$ cat config.mk
export PLATFORM = sky130hd
export DESIGN_NAME = mips_boot_loader
export DESIGN_NICKNAME = d
export VERILOG_FILES = /design/src/rtl/mips_boot_loader.sv
export SDC_FILE = /design/constraint.sdc
export NUM_CORES = 1
export LEC_CHECK = 0
export ABC_CLOCK_PERIOD_IN_PS = 2730
export BUFFER_PORTS_ARGS = -buffer_cell sky130_fd_sc_hd__buf_4
export CAP_MARGIN = 20
export CORE_MARGIN = 2
export CORE_UTILIZATION = 45
export CTS_CLUSTER_SIZE = 25
export DETAILED_ROUTE_END_ITERATION = 8
export PLACE_DENSITY_LB_ADDON = 0.25
export SYNTH_ARGS = -nofsm -noshare
export SYNTH_HDL_FRONTEND = slang
export SYNTH_SLANG_ARGS = --single-unit
$ cat constraint.sdc
create_clock -name clk -period 2.73 [get_ports clk]
set_input_delay 0.273 -clock clk [delete_from_list [all_inputs] [get_ports clk]]
set_output_delay 0.273 -clock clk [all_outputs]
set_load 0.02 [all_outputs]
$ cat src/rtl/mips_boot_loader.sv
// Loads a MIPS program from a byte stream (16-bit word count, then big-endian words) into instruction memory.
// Latency: one imem write the cycle after a word's 4th byte is accepted; peak rate one word per 5 cycles.
// Backpressure: in_ready is registered and high only while a header or word byte is being awaited.
module mips_boot_loader #(
    parameter int ADDR_W   = 8,
    parameter int RST_HOLD = 2
) (
    input  logic              clk,
    input  logic              reset,
    input  logic              start,
    input  logic              in_valid,
    input  logic [7:0]        in_data,
    output logic              in_ready,
    output logic              imem_we,
    output logic [ADDR_W-1:0] imem_addr,
    output logic [31:0]       imem_wdata,
    output logic              core_reset,
    output logic              done,
    output logic              error
);

    localparam int DEPTH = 1 << ADDR_W;
    // One extra bit so the word index can reach DEPTH when a full memory image is loaded.
    localparam int WI_W  = ADDR_W + 1;

    typedef enum logic [2:0] {
        IDLE    = 3'd0,
        HDR_HI  = 3'd1,
        HDR_LO  = 3'd2,
        WORD    = 3'd3,
        WRITE   = 3'd4,
        RELEASE = 3'd5,
        DONE    = 3'd6,
        ERR     = 3'd7
    } state_t;

    state_t state, state_nxt;

    logic [15:0]     count_q;
    logic [WI_W-1:0] word_idx;
    logic [1:0]      byte_idx;
    logic [31:0]     asm_q;
    logic [15:0]     rel_cnt;
    logic            in_ready_q;

    logic        accept;
    logic [15:0] hdr;
    logic        hdr_bad;
    logic [15:0] word_inc16;
    logic        last_word;

    assign accept     = in_valid && in_ready_q;
    assign hdr        = {count_q[15:8], in_data};
    assign hdr_bad    = (hdr == 16'd0) || ({16'd0, hdr} > 32'(DEPTH));
    assign word_inc16 = 16'(word_idx) + 16'd1;
    assign last_word  = (word_inc16 == count_q);

    // State register; reset drops straight back to IDLE, discarding any load in progress.
    always_ff @(posedge clk or negedge reset) begin
        if (!reset) begin
            state <= IDLE;
        end else begin
            state <= state_nxt;
        end
    end

    // Next-state decode; start is only honoured in IDLE, DONE and ERR.
    always_comb begin
        state_nxt = state;
        unique case (state)
            IDLE:    if (start) state_nxt = HDR_HI;
            HDR_HI:  if (accept) state_nxt = HDR_LO;
            HDR_LO:  if (accept) state_nxt = hdr_bad ? ERR : WORD;
            WORD:    if (accept && byte_idx == 2'd3) state_nxt = WRITE;
            WRITE: begin
                if (!last_word)        state_nxt = WORD;
                else if (RST_HOLD > 0) state_nxt = RELEASE;
                else                   state_nxt = DONE;
            end
            RELEASE: if (rel_cnt == 16'(RST_HOLD - 1)) state_nxt = DONE;
            DONE:    if (start) state_nxt = HDR_HI;
            ERR:     if (start) state_nxt = HDR_HI;
            default: state_nxt = IDLE;
        endcase
    end

    // Header capture, word assembly, index counters, reset-hold timer and registered in_ready.
    always_ff @(posedge clk or negedge reset) begin
        if (!reset) begin
            count_q    <= '0;
            word_idx   <= '0;
            byte_idx   <= '0;
            asm_q      <= '0;
            rel_cnt    <= '0;
            in_ready_q <= 1'b0;
        end else begin
            in_ready_q <= (state_nxt == HDR_HI) || (state_nxt == HDR_LO) || (state_nxt == WORD);
            case (state)
                HDR_HI: begin
                    if (accept) count_q[15:8] <= in_data;
                end
                HDR_LO: begin
                    if (accept) begin
                        count_q[7:0] <= in_data;
                        word_idx     <= '0;
                        byte_idx     <= '0;
                    end
                end
                WORD: begin
                    if (accept) begin
                        asm_q    <= {asm_q[23:0], in_data};
                        byte_idx <= byte_idx + 2'd1;
                    end
                end
                WRITE: begin
                    word_idx <= word_idx + WI_W'(1);
                    byte_idx <= '0;
                    rel_cnt  <= '0;
                end
                RELEASE: begin
                    rel_cnt <= rel_cnt + 16'd1;
                end
                default: ;
            endcase
        end
    end

    assign in_ready   = in_ready_q;
    assign imem_we    = (state == WRITE);
    assign imem_addr  = word_idx[ADDR_W-1:0];
    assign imem_wdata = asm_q;
    assign core_reset = (state != DONE);
    assign done       = (state == DONE);
    assign error      = (state == ERR);

endmodule

==> impl_metrics.prom, run 1 <==
# TYPE chip_impl_metric gauge
chip_impl_info{name="run_status",value="completed"} 1
chip_impl_metric{name="vias_per_cell",unit=""} 5.50
chip_impl_metric{name="shortest_clock_period_the_worst_path_allows_after_layout",unit="ps"} 2300
chip_impl_info{name="rsz0062_at_grt",value="no"} 1
chip_impl_metric{name="detail_route.wl_per_cell",unit="µm"} 15.8
chip_impl_metric{name="clk_transition_reported_paths",unit="ps"} 90
chip_impl_metric{name="critical_path_arrival",unit="ps"} 2030
chip_impl_metric{name="share_of_the_synthesized_netlist_area_taken_by_xor_and_xnor_gates",unit=""} 0.0377
chip_impl_metric{name="hold_fails_final_rpt",unit=""} 0
chip_impl_metric{name="maxCapViolCount",unit=""} 0
chip_impl_metric{name="synth-compound-area-share",unit=""} 0.0831
chip_impl_metric{name="routabilityCongestion",unit=""} 0.801
chip_impl_info{name="start_kind",value="flop"} 1
chip_impl_metric{name="routed_wirelength",unit="µm"} 8010
chip_impl_info{name="worst_setup_path_end_kind",value="output port"} 1
chip_impl_metric{name="tns_setup",unit="ps"} 0
chip_impl_metric{name="synth_enable_flop_cells",unit=""} 0
chip_impl_info{name="synth_ff_type",value="dfrtp_1"} 1
chip_impl_metric{name="clock_tree.buffer_depth",unit=""} 2
chip_impl_metric{name="io-pin-count",unit=""} 57
chip_impl_metric{name="antenna_left",unit=""} 0
chip_impl_metric{name="power.ir.vdd_worst",unit="mV"} 0.580
chip_impl_metric{name="post_cts.repair.setup_buffers",unit=""} 0
chip_impl_metric{name="synth.net_count",unit=""} 363
chip_impl_metric{name="layout.filler_cells",unit=""} 728
chip_impl_metric{name="relSlewSlack",unit=""} 0.522
chip_impl_metric{name="drive_above_1_share",unit=""} 0.322
chip_impl_metric{name="synthToLayoutAreaGrowth",unit="%"} 18.8
chip_impl_metric{name="post_dp_hpwl",unit="µm"} 5530
chip_impl_metric{name="cts_sinks",unit=""} 79
chip_impl_info{name="tritoncts",value="yes"} 1
chip_impl_metric{name="critical_path_required_time",unit="ps"} 2460
chip_impl_metric{name="drc_errors",unit=""} 0
chip_impl_metric{name="synth-async-reset-ratio",unit=""} 1.00
chip_impl_metric{name="skew",unit="ps"} 11.6
chip_impl_metric{name="gr-usage-all-layers",unit=""} 0.179
chip_impl_info{name="layout_common_cells",value="dfrtp_1, buf_4, mux2_2"} 1
chip_impl_metric{name="synthesized_netlist_cell_count",unit=""} 347
chip_impl_metric{name="final_core_utilization",unit=""} 0.556
chip_impl_metric{name="fin_nets",unit=""} 412
chip_impl_metric{name="place_inst",unit=""} 488
chip_impl_metric{name="detailroute.via_count",unit=""} 2781
chip_impl_metric{name="finalNonFillerCells",unit=""} 506
chip_impl_metric{name="powerDensity",unit="nW/µm²"} 1110
chip_impl_metric{name="final-setup-viol-count",unit=""} 0
chip_impl_metric{name="grt_start_max_net_pins",unit=""} 80
chip_impl_metric{name="drtIter0Drc",unit=""} 101
chip_impl_metric{name="gr-total-overflow",unit=""} 0
chip_impl_metric{name="worstPathMaxFanout",unit=""} 14
chip_impl_metric{name="grt_pass1_wl",unit="µm"} 13900
chip_impl_metric{name="h-tree-depth",unit=""} 3
chip_impl_metric{name="post_cts.resized_instances",unit=""} 0
chip_impl_metric{name="synth.mux.area_fraction",unit=""} 0.170
chip_impl_metric{name="grt_pass1_vias",unit=""} 2820
chip_impl_metric{name="p_leak",unit="nW"} 2.07
chip_impl_metric{name="syn_area_per_cell",unit="µm²"} 11.2
chip_impl_metric{name="postSynthRegisterBits",unit=""} 79
chip_impl_metric{name="diodes",unit=""} 0
chip_impl_info{name="clock_tree.root_cell",value="clkbuf_8"} 1
chip_impl_metric{name="floorplan.core_area",unit="µm²"} 8300
chip_impl_info{name="criticalPathCategory",value="reg -> out"} 1
chip_impl_metric{name="yosysUniqueCellTypes",unit=""} 52
chip_impl_metric{name="max_freq",unit="GHz"} 0.435
chip_impl_metric{name="timing_worst_slew_pin_value",unit="ps"} 714
chip_impl_metric{name="syn_area",unit="µm²"} 3890
chip_impl_info{name="mostFrequentLayoutCell",value="dfrtp_1"} 1
chip_impl_metric{name="antenna_found_initial",unit=""} 0
chip_impl_metric{name="clk-insertion-delay-late",unit="ps"} 360
chip_impl_metric{name="synth_simple_gate_area_share",unit=""} 0.147
chip_impl_metric{name="max_slew_vio_count",unit=""} 0
chip_impl_metric{name="drt_first_pass_iters",unit=""} 4
chip_impl_metric{name="rows",unit=""} 33
chip_impl_metric{name="die_area",unit="µm²"} 9400
chip_impl_metric{name="port-buffer-count",unit=""} 56
chip_impl_info{name="class_of_the_worst_hold_path",value="in -> reg"} 1
chip_impl_info{name="main_combinational_cell_family_by_area_after_synthesis",value="multiplexers"} 1
chip_impl_metric{name="dieHeight",unit="µm"} 96.9
chip_impl_metric{name="seq_area_frac_synth",unit=""} 0.509
chip_impl_metric{name="initial_core_util",unit=""} 0.468
chip_impl_metric{name="power",unit="mW"} 5.13
chip_impl_metric{name="adder_and_majority_cell_fraction_of_the_synthesized_area",unit=""} 0.0129
chip_impl_metric{name="final_min_period_over_clock_period",unit=""} 0.842
chip_impl_metric{name="floorplan.die.width",unit="µm"} 96.9
chip_impl_metric{name="cts_made_buffers",unit=""} 9
chip_impl_metric{name="synth-warning-count",unit=""} 0
==> worst paths after layout <==
| path | startpoint | end | slack [ps] | cells after the start |
|---|---|---|---|---|
| max in group asynchronous | reset | word_idx[1] | 1880 | 3 |
| setup / recovery | state[0] | imem_we | 430 | 4 |
| setup reg to reg | word_idx[0] | state[1] | 670 | 6 |
| hold / removal | in_data[1] | count_q[9] | 180 | 2 |
| min in group asynchronous | reset | rel_cnt[11] | 270 | 2 |
| hold reg to reg | rel_cnt[15] | rel_cnt[15] | 490 | 1 |
==> timing repair <==
action	4_1_cts	5_1_grt
endpoints found under the hold margin	0	6
setup endpoints to repair	0	0
hold buffers	0	1
==> flip-flops by register name (all words and copies together), names as in the netlist <==
register    count
count_q        16
in_ready        1
word_idx        9
byte_idx        2
imem_wdata     32
rel_cnt        16
state           3
==> worst max-delay path, stage by stage (launching register included) <==
cell and delay (ps):
dfrtp_1 570, inv_1 280, nand2_1 430, inv_1 190, buf_4 200
==> stage by stage <==
stage | hold WS [ps] | setup WS [ps] | area, µm²
detailed placement | 487 | 680 | 4340
finish | 178 | 432 | 4620
floorplan | -22.6 | 860 | 3890
CTS | 107 | 427 | 4580
global route | 164 | 206 | 4620
global placement | 474 | 796 | 4340
==> cells in the mapped netlist, types with 2 or more instances <==
cell type	count	area, µm²
a21o_1	2	15.0
a21oi_1	9	45.0
and2_1	2	12.5
and3_1	5	31.3
buf_2	6	30.0
buf_4	8	60.1
clkbuf_1	9	33.8
dfrtp_1	79	1980
ha_1	4	50.1
inv_1	9	33.8
mux2_2	48	541
mux2i_1	12	120
nand2_1	30	113
nand2b_1	2	12.5
nand3_1	15	75.1
nand4_1	9	56.3
nor2_1	16	60.1
nor2b_1	3	18.8
nor3_1	8	40.0
nor4_1	4	25.0
o21ai_0	19	95.1
o31ai_1	3	22.5
o41ai_1	3	26.3
or3_1	2	12.5
xnor2_1	11	96.3
xor2_1	3	26.3
==> cell type report <==
cell class / instances / area (µm²) / area share
clock inverter: 7 / 111 / 0.0241
inverter: 9 / 33.8 / 0.00732
tap: 105 / 131 / 0.0285
multi-input combinational: 236 / 1760 / 0.381
sequential: 79 / 1980 / 0.428
clock buffer: 9 / 124 / 0.0268
timing repair buffer: 61 / 480 / 0.104
==> layer usage <==
layer / wire (µm) / global-route usage / vias up
met3: 274 / 0.0426 / 13
met5: 0 / 0 / -
met4: 127 / 0.0693 / 0
met1: 3750 / 0.240 / 1376
met2: 3860 / 0.283 / 49
li1: - / - / 1343
==> cell families (layout without fill, tap and decap cells) <==
kind of cell,after synthesis,after routing
xor+xnor,15,15
flops,79,79
simple gates,107,107
compound gates,50,50
buf+inv,32,86
fa+ha+maj,4,4
mux,60,60
==> power breakdown <==
| group | switching, mW | total (mW) | internal (mW) |
|---|---|---|---|
| Clock | 0.488 | 1.03 | 0.539 |
| Combinational | 1.01 | 2.06 | 1.05 |
| Sequential | 0.424 | 2.05 | 1.62 |
Note: power is estimated with default switching activity, not from simulation.
==> run 2: changes to the inputs <==
--- a/config.mk
+++ b/config.mk
@@ -5,7 +5,8 @@
 export SDC_FILE = /design/constraint.sdc
 export NUM_CORES = 1
 export LEC_CHECK = 0
-export ABC_CLOCK_PERIOD_IN_PS = 2730
+export ABC_AREA = 1
+export ABC_CLOCK_PERIOD_IN_PS = 2200
 export BUFFER_PORTS_ARGS = -buffer_cell sky130_fd_sc_hd__buf_4
 export CAP_MARGIN = 20
 export CORE_MARGIN = 2
==> constraint.sdc (replaced) <==
create_clock -name clk -period 2.2 [get_ports clk]
set_input_delay 0.22 -clock clk [delete_from_list [all_inputs] [get_ports clk]]
set_output_delay 0.22 -clock clk [all_outputs]
set_load 0.02 [all_outputs]
==> impl_metrics.prom, run 2 <==
# TYPE chip_impl_metric gauge
chip_impl_info{name="run_status",value="completed"} 1
chip_impl_metric{name="antenna_found_initial",unit=""} 0
chip_impl_metric{name="layout.filler_cells",unit=""} 774
chip_impl_metric{name="clock_tree.buffer_depth",unit=""} 2
chip_impl_metric{name="top_area_cell_type_share_of_the_netlist_area",unit=""} 0.508
chip_impl_metric{name="synth.net_count",unit=""} 496
chip_impl_info{name="reg2reg_from",value="word_idx[1]"} 1
chip_impl_metric{name="drt_first_pass_iters",unit=""} 4
chip_impl_metric{name="netSwitchingFraction",unit=""} 0.424
chip_impl_info{name="cp-startpoint",value="state[2]"} 1
chip_impl_metric{name="worstPathMaxFanout",unit=""} 9
chip_impl_metric{name="final-setup-viol-count",unit=""} 0
chip_impl_metric{name="floorplan.die.width",unit="µm"} 97.0
chip_impl_metric{name="syn_area",unit="µm²"} 3890
chip_impl_metric{name="grt_pass1_wl",unit="µm"} 14400
chip_impl_info{name="worst_setup_path_end_kind",value="output port"} 1
chip_impl_metric{name="fin_nets",unit=""} 553
chip_impl_info{name="tritoncts",value="yes"} 1
chip_impl_metric{name="yosysUniqueCellTypes",unit=""} 34
chip_impl_metric{name="diodes",unit=""} 0
chip_impl_metric{name="final_min_period_over_clock_period",unit=""} 0.926
chip_impl_metric{name="h-tree-depth",unit=""} 3
chip_impl_metric{name="largest_register_ffs",unit=""} 32
chip_impl_metric{name="synth-async-reset-ratio",unit=""} 1.00
chip_impl_metric{name="finalNonFillerCells",unit=""} 647
chip_impl_metric{name="grt_pass1_vias",unit=""} 3121
chip_impl_metric{name="power.combinational.fraction",unit=""} 0.418
chip_impl_metric{name="detailroute.via_count",unit=""} 3272
chip_impl_metric{name="floorplan.core_area",unit="µm²"} 8300
chip_impl_metric{name="synthToLayoutAreaGrowth",unit="%"} 18.9
chip_impl_metric{name="synthesized_netlist_cell_count",unit=""} 480
chip_impl_info{name="synth_ff_type",value="dfrtp_1"} 1
chip_impl_metric{name="place_inst",unit=""} 630
chip_impl_metric{name="post_dp_hpwl",unit="µm"} 6120
chip_impl_metric{name="vias_per_cell",unit=""} 5.06
chip_impl_metric{name="clk-insertion-delay-late",unit="ps"} 360
chip_impl_metric{name="power.ir.vdd_worst",unit="mV"} 0.753
chip_impl_info{name="mostFrequentLayoutCell",value="nand2_1"} 1
chip_impl_metric{name="cts_sinks",unit=""} 79
chip_impl_metric{name="postSynthRegisterBits",unit=""} 79
chip_impl_metric{name="max_slew_vio_count",unit=""} 0
chip_impl_metric{name="drtIter0Drc",unit=""} 165
chip_impl_info{name="yosys.cell_count.top_type",value="nand2_1"} 1
chip_impl_metric{name="rows",unit=""} 33
chip_impl_info{name="layout_common_cells",value="nand2_1, dfrtp_1, buf_4"} 1
chip_impl_info{name="netlist.top_cell.by_area",value="dfrtp_1"} 1
chip_impl_metric{name="gr-usage-all-layers",unit=""} 0.185
chip_impl_metric{name="shortest_clock_period_the_worst_path_allows_after_layout",unit="ps"} 2040
chip_impl_info{name="min-delay-start",value="in_data[2]"} 1
chip_impl_metric{name="maxCapViolCount",unit=""} 0
chip_impl_metric{name="tns_setup",unit="ps"} 0
chip_impl_metric{name="max_freq",unit="GHz"} 0.491
chip_impl_metric{name="grt_start_max_net_pins",unit=""} 53
chip_impl_metric{name="powerDensity",unit="nW/µm²"} 1350
chip_impl_metric{name="cell_internal_pwr",unit="mW"} 3.60
chip_impl_metric{name="antenna_left",unit=""} 0
chip_impl_metric{name="pwr-share-clk",unit=""} 0.184
chip_impl_metric{name="hold_fails_final_rpt",unit=""} 0
chip_impl_info{name="netlist_top_cells_area",value="dfrtp_1, nand2_1, inv_1"} 1
chip_impl_metric{name="seq_area_frac_synth",unit=""} 0.508
chip_impl_info{name="rsz0062_at_grt",value="no"} 1
chip_impl_info{name="start_kind",value="flop"} 1
chip_impl_metric{name="rrSetupSlack",unit="ps"} 370
chip_impl_metric{name="detail_route.wl_per_cell",unit="µm"} 13.2
chip_impl_metric{name="relSlewSlack",unit=""} 0.581
chip_impl_metric{name="die_area",unit="µm²"} 9400
chip_impl_metric{name="power.sequential.fraction",unit=""} 0.397
chip_impl_metric{name="timing_worst_slew_pin_value",unit="ps"} 628
chip_impl_metric{name="skew",unit="ps"} 12.7
chip_impl_metric{name="drc_errors",unit=""} 0
chip_impl_metric{name="routed_wirelength",unit="µm"} 8560
chip_impl_info{name="criticalPathCategory",value="reg -> out"} 1
chip_impl_metric{name="total_switching_power",unit="mW"} 2.65
chip_impl_metric{name="io-pin-count",unit=""} 57
chip_impl_metric{name="cts_made_buffers",unit=""} 9
chip_impl_metric{name="syn_area_per_cell",unit="µm²"} 8.10
chip_impl_metric{name="drive_above_1_share",unit=""} 0.210
chip_impl_metric{name="routabilityCongestion",unit=""} 0.877
chip_impl_metric{name="p_leak",unit="nW"} 2.27
chip_impl_metric{name="synth-warning-count",unit=""} 0
chip_impl_metric{name="critical_path_required_time",unit="ps"} 1980
chip_impl_metric{name="synth_enable_flop_cells",unit=""} 0
chip_impl_metric{name="critical_path_arrival",unit="ps"} 1820
chip_impl_info{name="class_of_the_worst_hold_path",value="in -> reg"} 1
chip_impl_info{name="synth_top_cells_by_count",value="nand2_1, dfrtp_1, inv_1, o21ai_1, nor2_1"} 1
chip_impl_metric{name="initial_core_util",unit=""} 0.469
chip_impl_metric{name="clk_transition_reported_paths",unit="ps"} 80
chip_impl_metric{name="post_cts.resized_instances",unit=""} 0
chip_impl_info{name="clock_tree.root_cell",value="clkbuf_8"} 1
chip_impl_metric{name="gr-total-overflow",unit=""} 0
chip_impl_metric{name="dieHeight",unit="µm"} 97.0
chip_impl_metric{name="port-buffer-count",unit=""} 56
-- run 2: cell count changes after synthesis, moves of 10 or more --
| cell | previous run | this run |
|---|---|---|
| xnor2_1 | 11 | 0 |
| mux2_2 | 48 | 0 |
| nand2_1 | 30 | 132 |
| nor2_1 | 16 | 29 |
| nand3_1 | 15 | 27 |
| inv_1 | 9 | 56 |
| inv_2 | 0 | 10 |
| o21ai_1 | 0 | 30 |
| mux2i_1 | 12 | 1 |
-- run 2: power groups by stage --
stage / clock (mW) / combinational [mW] / sequential (mW)
detailed placement: 0 / 2.65 / 2.49
global route: 1.25 / 2.93 / 2.56
floorplan: 0 / 1.44 / 2.74
CTS: 1.19 / 2.65 / 2.48
global placement: 0 / 2.59 / 2.48
finish: 1.15 / 2.62 / 2.48
-- run 2: area by class of cell --
| cell class | count | area [µm²] | share of cell area |
|---|---|---|---|
| Inverter | 67 | 251 | 0.0544 |
| Multi-Input combinational cell | 316 | 1560 | 0.337 |
| Tap cell | 105 | 131 | 0.0284 |
| Timing Repair Buffer | 64 | 495 | 0.107 |
| Clock inverter | 6 | 75.1 | 0.0162 |
| Clock buffer | 10 | 138 | 0.0298 |
| Sequential cell | 79 | 1980 | 0.427 |
-- run 2: timing repair --
item,CTS,global route
hold buffers,1,0
buffers inserted,0,0
hold endpoints to repair,27,0
-- run 2: path summary, 6_finish.rpt --
check / depth (start not counted) / end
max: 5 / imem_we
min: 3 / count_q[10]
max reg2reg: 12 / in_ready
min reg2reg: 1 / byte_idx[0]
max in group asynchronous: 3 / count_q[14]
min in group asynchronous: 2 / state[0]
-- run 2: cell families after synthesis --
logic type               share of synthesized area
adder cells (fa/ha/maj)                     0.0129
buffers and inverters                       0.0914
flip-flops                                   0.508
AO/OA/AOI/OAI                                0.110
XOR/XNOR                                   0.00676
multiplexers                               0.00257
AND/OR/NAND/NOR                              0.268
-- run 2: stage by stage --
step / cell area (µm²) / util / power [mW] / hold WS [ps] / worst slack [ps]
floorplan: 3890 / - / 4.18 / -75.6 / 596
global placement: 4400 / 0.530 / 5.07 / 179 / 448
detailed placement: 4400 / 0.530 / 5.14 / 174 / 395
CTS: 4620 / 0.557 / 6.32 / 150 / 148
global route: 4620 / 0.557 / 6.74 / 174 / 34.7
finish: 4620 / 0.557 / 6.25 / 166 / 163
-- run 2: worst max-delay path: stages, from the launching register on --
cell and delay [ps]:
dfrtp_1 400, inv_2 110, nor2_4 80, nand2_1 280
clkinv_1 340, buf_4 260
-- run 2: metal layers --
layer  up-vias  share of wire  GRT usage
met4         0          0.012     0.0618
met2        67           0.45      0.291
met3         9          0.050     0.0390
li1       1660              -          -
met5         -              0          0
met1      1536           0.49      0.258
==> run 3: changes to the inputs <==
--- a/config.mk
+++ b/config.mk
@@ -9,8 +9,9 @@
 export ABC_CLOCK_PERIOD_IN_PS = 2200
 export BUFFER_PORTS_ARGS = -buffer_cell sky130_fd_sc_hd__buf_4
 export CAP_MARGIN = 20
+export CORE_ASPECT_RATIO = 0.5
 export CORE_MARGIN = 2
-export CORE_UTILIZATION = 45
+export CORE_UTILIZATION = 32
 export CTS_CLUSTER_SIZE = 25
 export DETAILED_ROUTE_END_ITERATION = 8
 export PLACE_DENSITY_LB_ADDON = 0.25
==> impl_metrics.prom, run 3 (same netlist as run 2, synthesis figures left out) <==
# TYPE chip_impl_metric gauge
chip_impl_metric{name="detail_route.wl_per_cell",unit="µm"} 12.8
chip_impl_metric{name="clock_tree.buffer_depth",unit=""} 2
chip_impl_metric{name="powerDensity",unit="nW/µm²"} 1380
chip_impl_metric{name="power.ir.vdd_worst",unit="mV"} 0.633
chip_impl_metric{name="port-buffer-count",unit=""} 56
chip_impl_metric{name="cts_sinks",unit=""} 79
chip_impl_metric{name="die_area",unit="µm²"} 13100
chip_impl_metric{name="post_cts.repair.setup_buffers",unit=""} 0
chip_impl_metric{name="shortest_clock_period_the_worst_path_allows_after_layout",unit="ps"} 1840
chip_impl_metric{name="multi_input_area",unit="µm²"} 1560
chip_impl_metric{name="critical_path_arrival",unit="ps"} 1620
chip_impl_metric{name="clk-insertion-delay-late",unit="ps"} 340
chip_impl_metric{name="vias_per_cell",unit=""} 4.65
chip_impl_metric{name="max_slew_vio_count",unit=""} 0
chip_impl_metric{name="drt_first_pass_iters",unit=""} 4
chip_impl_metric{name="grt_pass1_wl",unit="µm"} 15000
chip_impl_metric{name="tns_setup",unit="ps"} 0
chip_impl_metric{name="netSwitchingFraction",unit=""} 0.420
chip_impl_info{name="worst_setup_path_end_kind",value="output port"} 1
chip_impl_metric{name="skew",unit="ps"} 7.38
chip_impl_metric{name="power.sequential.fraction",unit=""} 0.376
chip_impl_metric{name="drtIter0Drc",unit=""} 166
chip_impl_info{name="start_kind",value="flop"} 1
chip_impl_metric{name="worst_slack",unit="ps"} 362
chip_impl_metric{name="dieHeight",unit="µm"} 82.0
chip_impl_info{name="tritoncts",value="yes"} 1
chip_impl_metric{name="post_dp_hpwl",unit="µm"} 6760
chip_impl_metric{name="antenna_left",unit=""} 0
chip_impl_info{name="rsz0062_at_grt",value="no"} 1
chip_impl_metric{name="grt_start_max_net_pins",unit=""} 45
chip_impl_info{name="worst_path_most_repeated_cell",value="buf_4"} 1
chip_impl_metric{name="grt_pass1_vias",unit=""} 2975
chip_impl_metric{name="post-place-ws",unit="ps"} 424
chip_impl_metric{name="routabilityCongestion",unit=""} 0.830
chip_impl_metric{name="gr-usage-all-layers",unit=""} 0.147
chip_impl_info{name="class_of_the_worst_hold_path",value="in -> reg"} 1
chip_impl_metric{name="h-tree-depth",unit=""} 3
chip_impl_metric{name="antenna_found_initial",unit=""} 0
chip_impl_metric{name="maxCapViolCount",unit=""} 0
chip_impl_info{name="criticalPathCategory",value="reg -> out"} 1
chip_impl_metric{name="fin_nets",unit=""} 557
chip_impl_metric{name="final-setup-viol-count",unit=""} 0
chip_impl_info{name="run_status",value="completed"} 1
chip_impl_metric{name="max_freq",unit="GHz"} 0.544
chip_impl_metric{name="initial_core_util",unit=""} 0.328
chip_impl_metric{name="finalHoldWorstSlack",unit="ps"} 187
chip_impl_info{name="crit_path_top_delay_cell",value="dfrtp_1"} 1
chip_impl_metric{name="routed_wirelength",unit="µm"} 9120
chip_impl_metric{name="io-pin-count",unit=""} 57
chip_impl_metric{name="synthToLayoutAreaGrowth",unit="%"} 23.8
chip_impl_info{name="clock_tree.root_cell",value="clkbuf_16"} 1
chip_impl_metric{name="largest_register_ffs",unit=""} 32
chip_impl_metric{name="total_switching_power",unit="mW"} 2.78
chip_impl_metric{name="hold_fails_final_rpt",unit=""} 0
chip_impl_metric{name="power.combinational.fraction",unit=""} 0.398
chip_impl_metric{name="relSlewSlack",unit=""} 0.562
chip_impl_metric{name="critical_path_required_time",unit="ps"} 1980
chip_impl_metric{name="floorplan.die.width",unit="µm"} 160
chip_impl_metric{name="pwr-share-clk",unit=""} 0.226
chip_impl_metric{name="timing.critical_path.slowest_cell_delay",unit="ps"} 450
chip_impl_metric{name="floorplan.core_area",unit="µm²"} 11800
chip_impl_metric{name="drc_errors",unit=""} 0
chip_impl_metric{name="cell_internal_pwr",unit="mW"} 3.84
chip_impl_metric{name="rows",unit=""} 28
chip_impl_metric{name="final_min_period_over_clock_period",unit=""} 0.835
chip_impl_info{name="mostFrequentLayoutCell",value="nand2_1"} 1
chip_impl_metric{name="cts_made_buffers",unit=""} 9
chip_impl_metric{name="gr-total-overflow",unit=""} 0
chip_impl_metric{name="timing_worst_slew_pin_value",unit="ps"} 656
chip_impl_info{name="critical_path_cell_sequence",value="nor2_4 > nand2_1 > clkinv_1 > buf_4 > buf_4"} 1
chip_impl_metric{name="layout.filler_cells",unit=""} 1220
chip_impl_metric{name="area.sequential",unit="µm²"} 1980
chip_impl_metric{name="worstPathMaxFanout",unit=""} 9
chip_impl_metric{name="diodes",unit=""} 0
chip_impl_metric{name="clk_transition_reported_paths",unit="ps"} 70
chip_impl_metric{name="p_leak",unit="nW"} 2.32
chip_impl_info{name="layout_common_cells",value="nand2_1, dfrtp_1, buf_4"} 1
chip_impl_metric{name="detailroute.via_count",unit=""} 3308
chip_impl_metric{name="drive_above_1_share",unit=""} 0.216
-- run 3: per-stage QoR --
step                      cell area, µm²  utilization  std cells  power (mW)
final                               4810        0.407        711        6.63
after CTS                           4810        0.407        711        6.70
after floorplan                     3890            -        480        4.18
after global routing                4810        0.407        711        7.16
after global placement              4510        0.381        694        5.15
after detailed placement            4510        0.381        694        5.18
-- run 3: timing repair --
item                                   in CTS  in global routing
gates resized for setup                     0                  0
endpoints found under the hold margin      42                  0
hold buffers                                1                  0
-- run 3: worst max-delay path, delay by kind of cell (launching register included) --
| kind | cells | cell delay, ps |
|---|---|---|
| simple gates | 2 | 470 |
| flops | 1 | 450 |
| buf+inv | 3 | 350 |
-- run 3: layout make-up --
class                      instances  share of cell area
timing repair buffer              68               0.109
multi-input combinational        316               0.323
inverter                          67              0.0522
sequential                        79               0.411
clock buffer                       9              0.0468
tap                              165              0.0429
clock inverter                     7              0.0151
-- run 3: worst paths after layout --
path	end	cells past startpoint	start	slack, ps
max reg2reg	in_ready	13	word_idx[0]	400
min in group asynchronous	imem_wdata[11]	2	reset	410
max in group asynchronous	rel_cnt[6]	3	reset	1190
min	imem_wdata[6]	3	in_data[6]	190
max	imem_we	5	state[1]	360
min reg2reg	byte_idx[0]	1	byte_idx[0]	480
-- run 3: metal layers --
layer  vias up  part of all wire  track usage
li1       1667                 -            -
met1      1563              0.51        0.200
met2        70              0.43        0.228
met3         8             0.051       0.0465
met4         0             0.010       0.0405
met5         -                 0            0
-- run 3: power by group through the flow --
stage | combinational, mW | clock, mW | sequential [mW]
3_3_place_gp | 2.64 | 0 | 2.52
5_1_grt | 2.98 | 1.60 | 2.58
4_1_cts | 2.67 | 1.53 | 2.49
2_1_floorplan | 1.44 | 0 | 2.74
3_5_place_dp | 2.66 | 0 | 2.51
6_report | 2.64 | 1.50 | 2.49
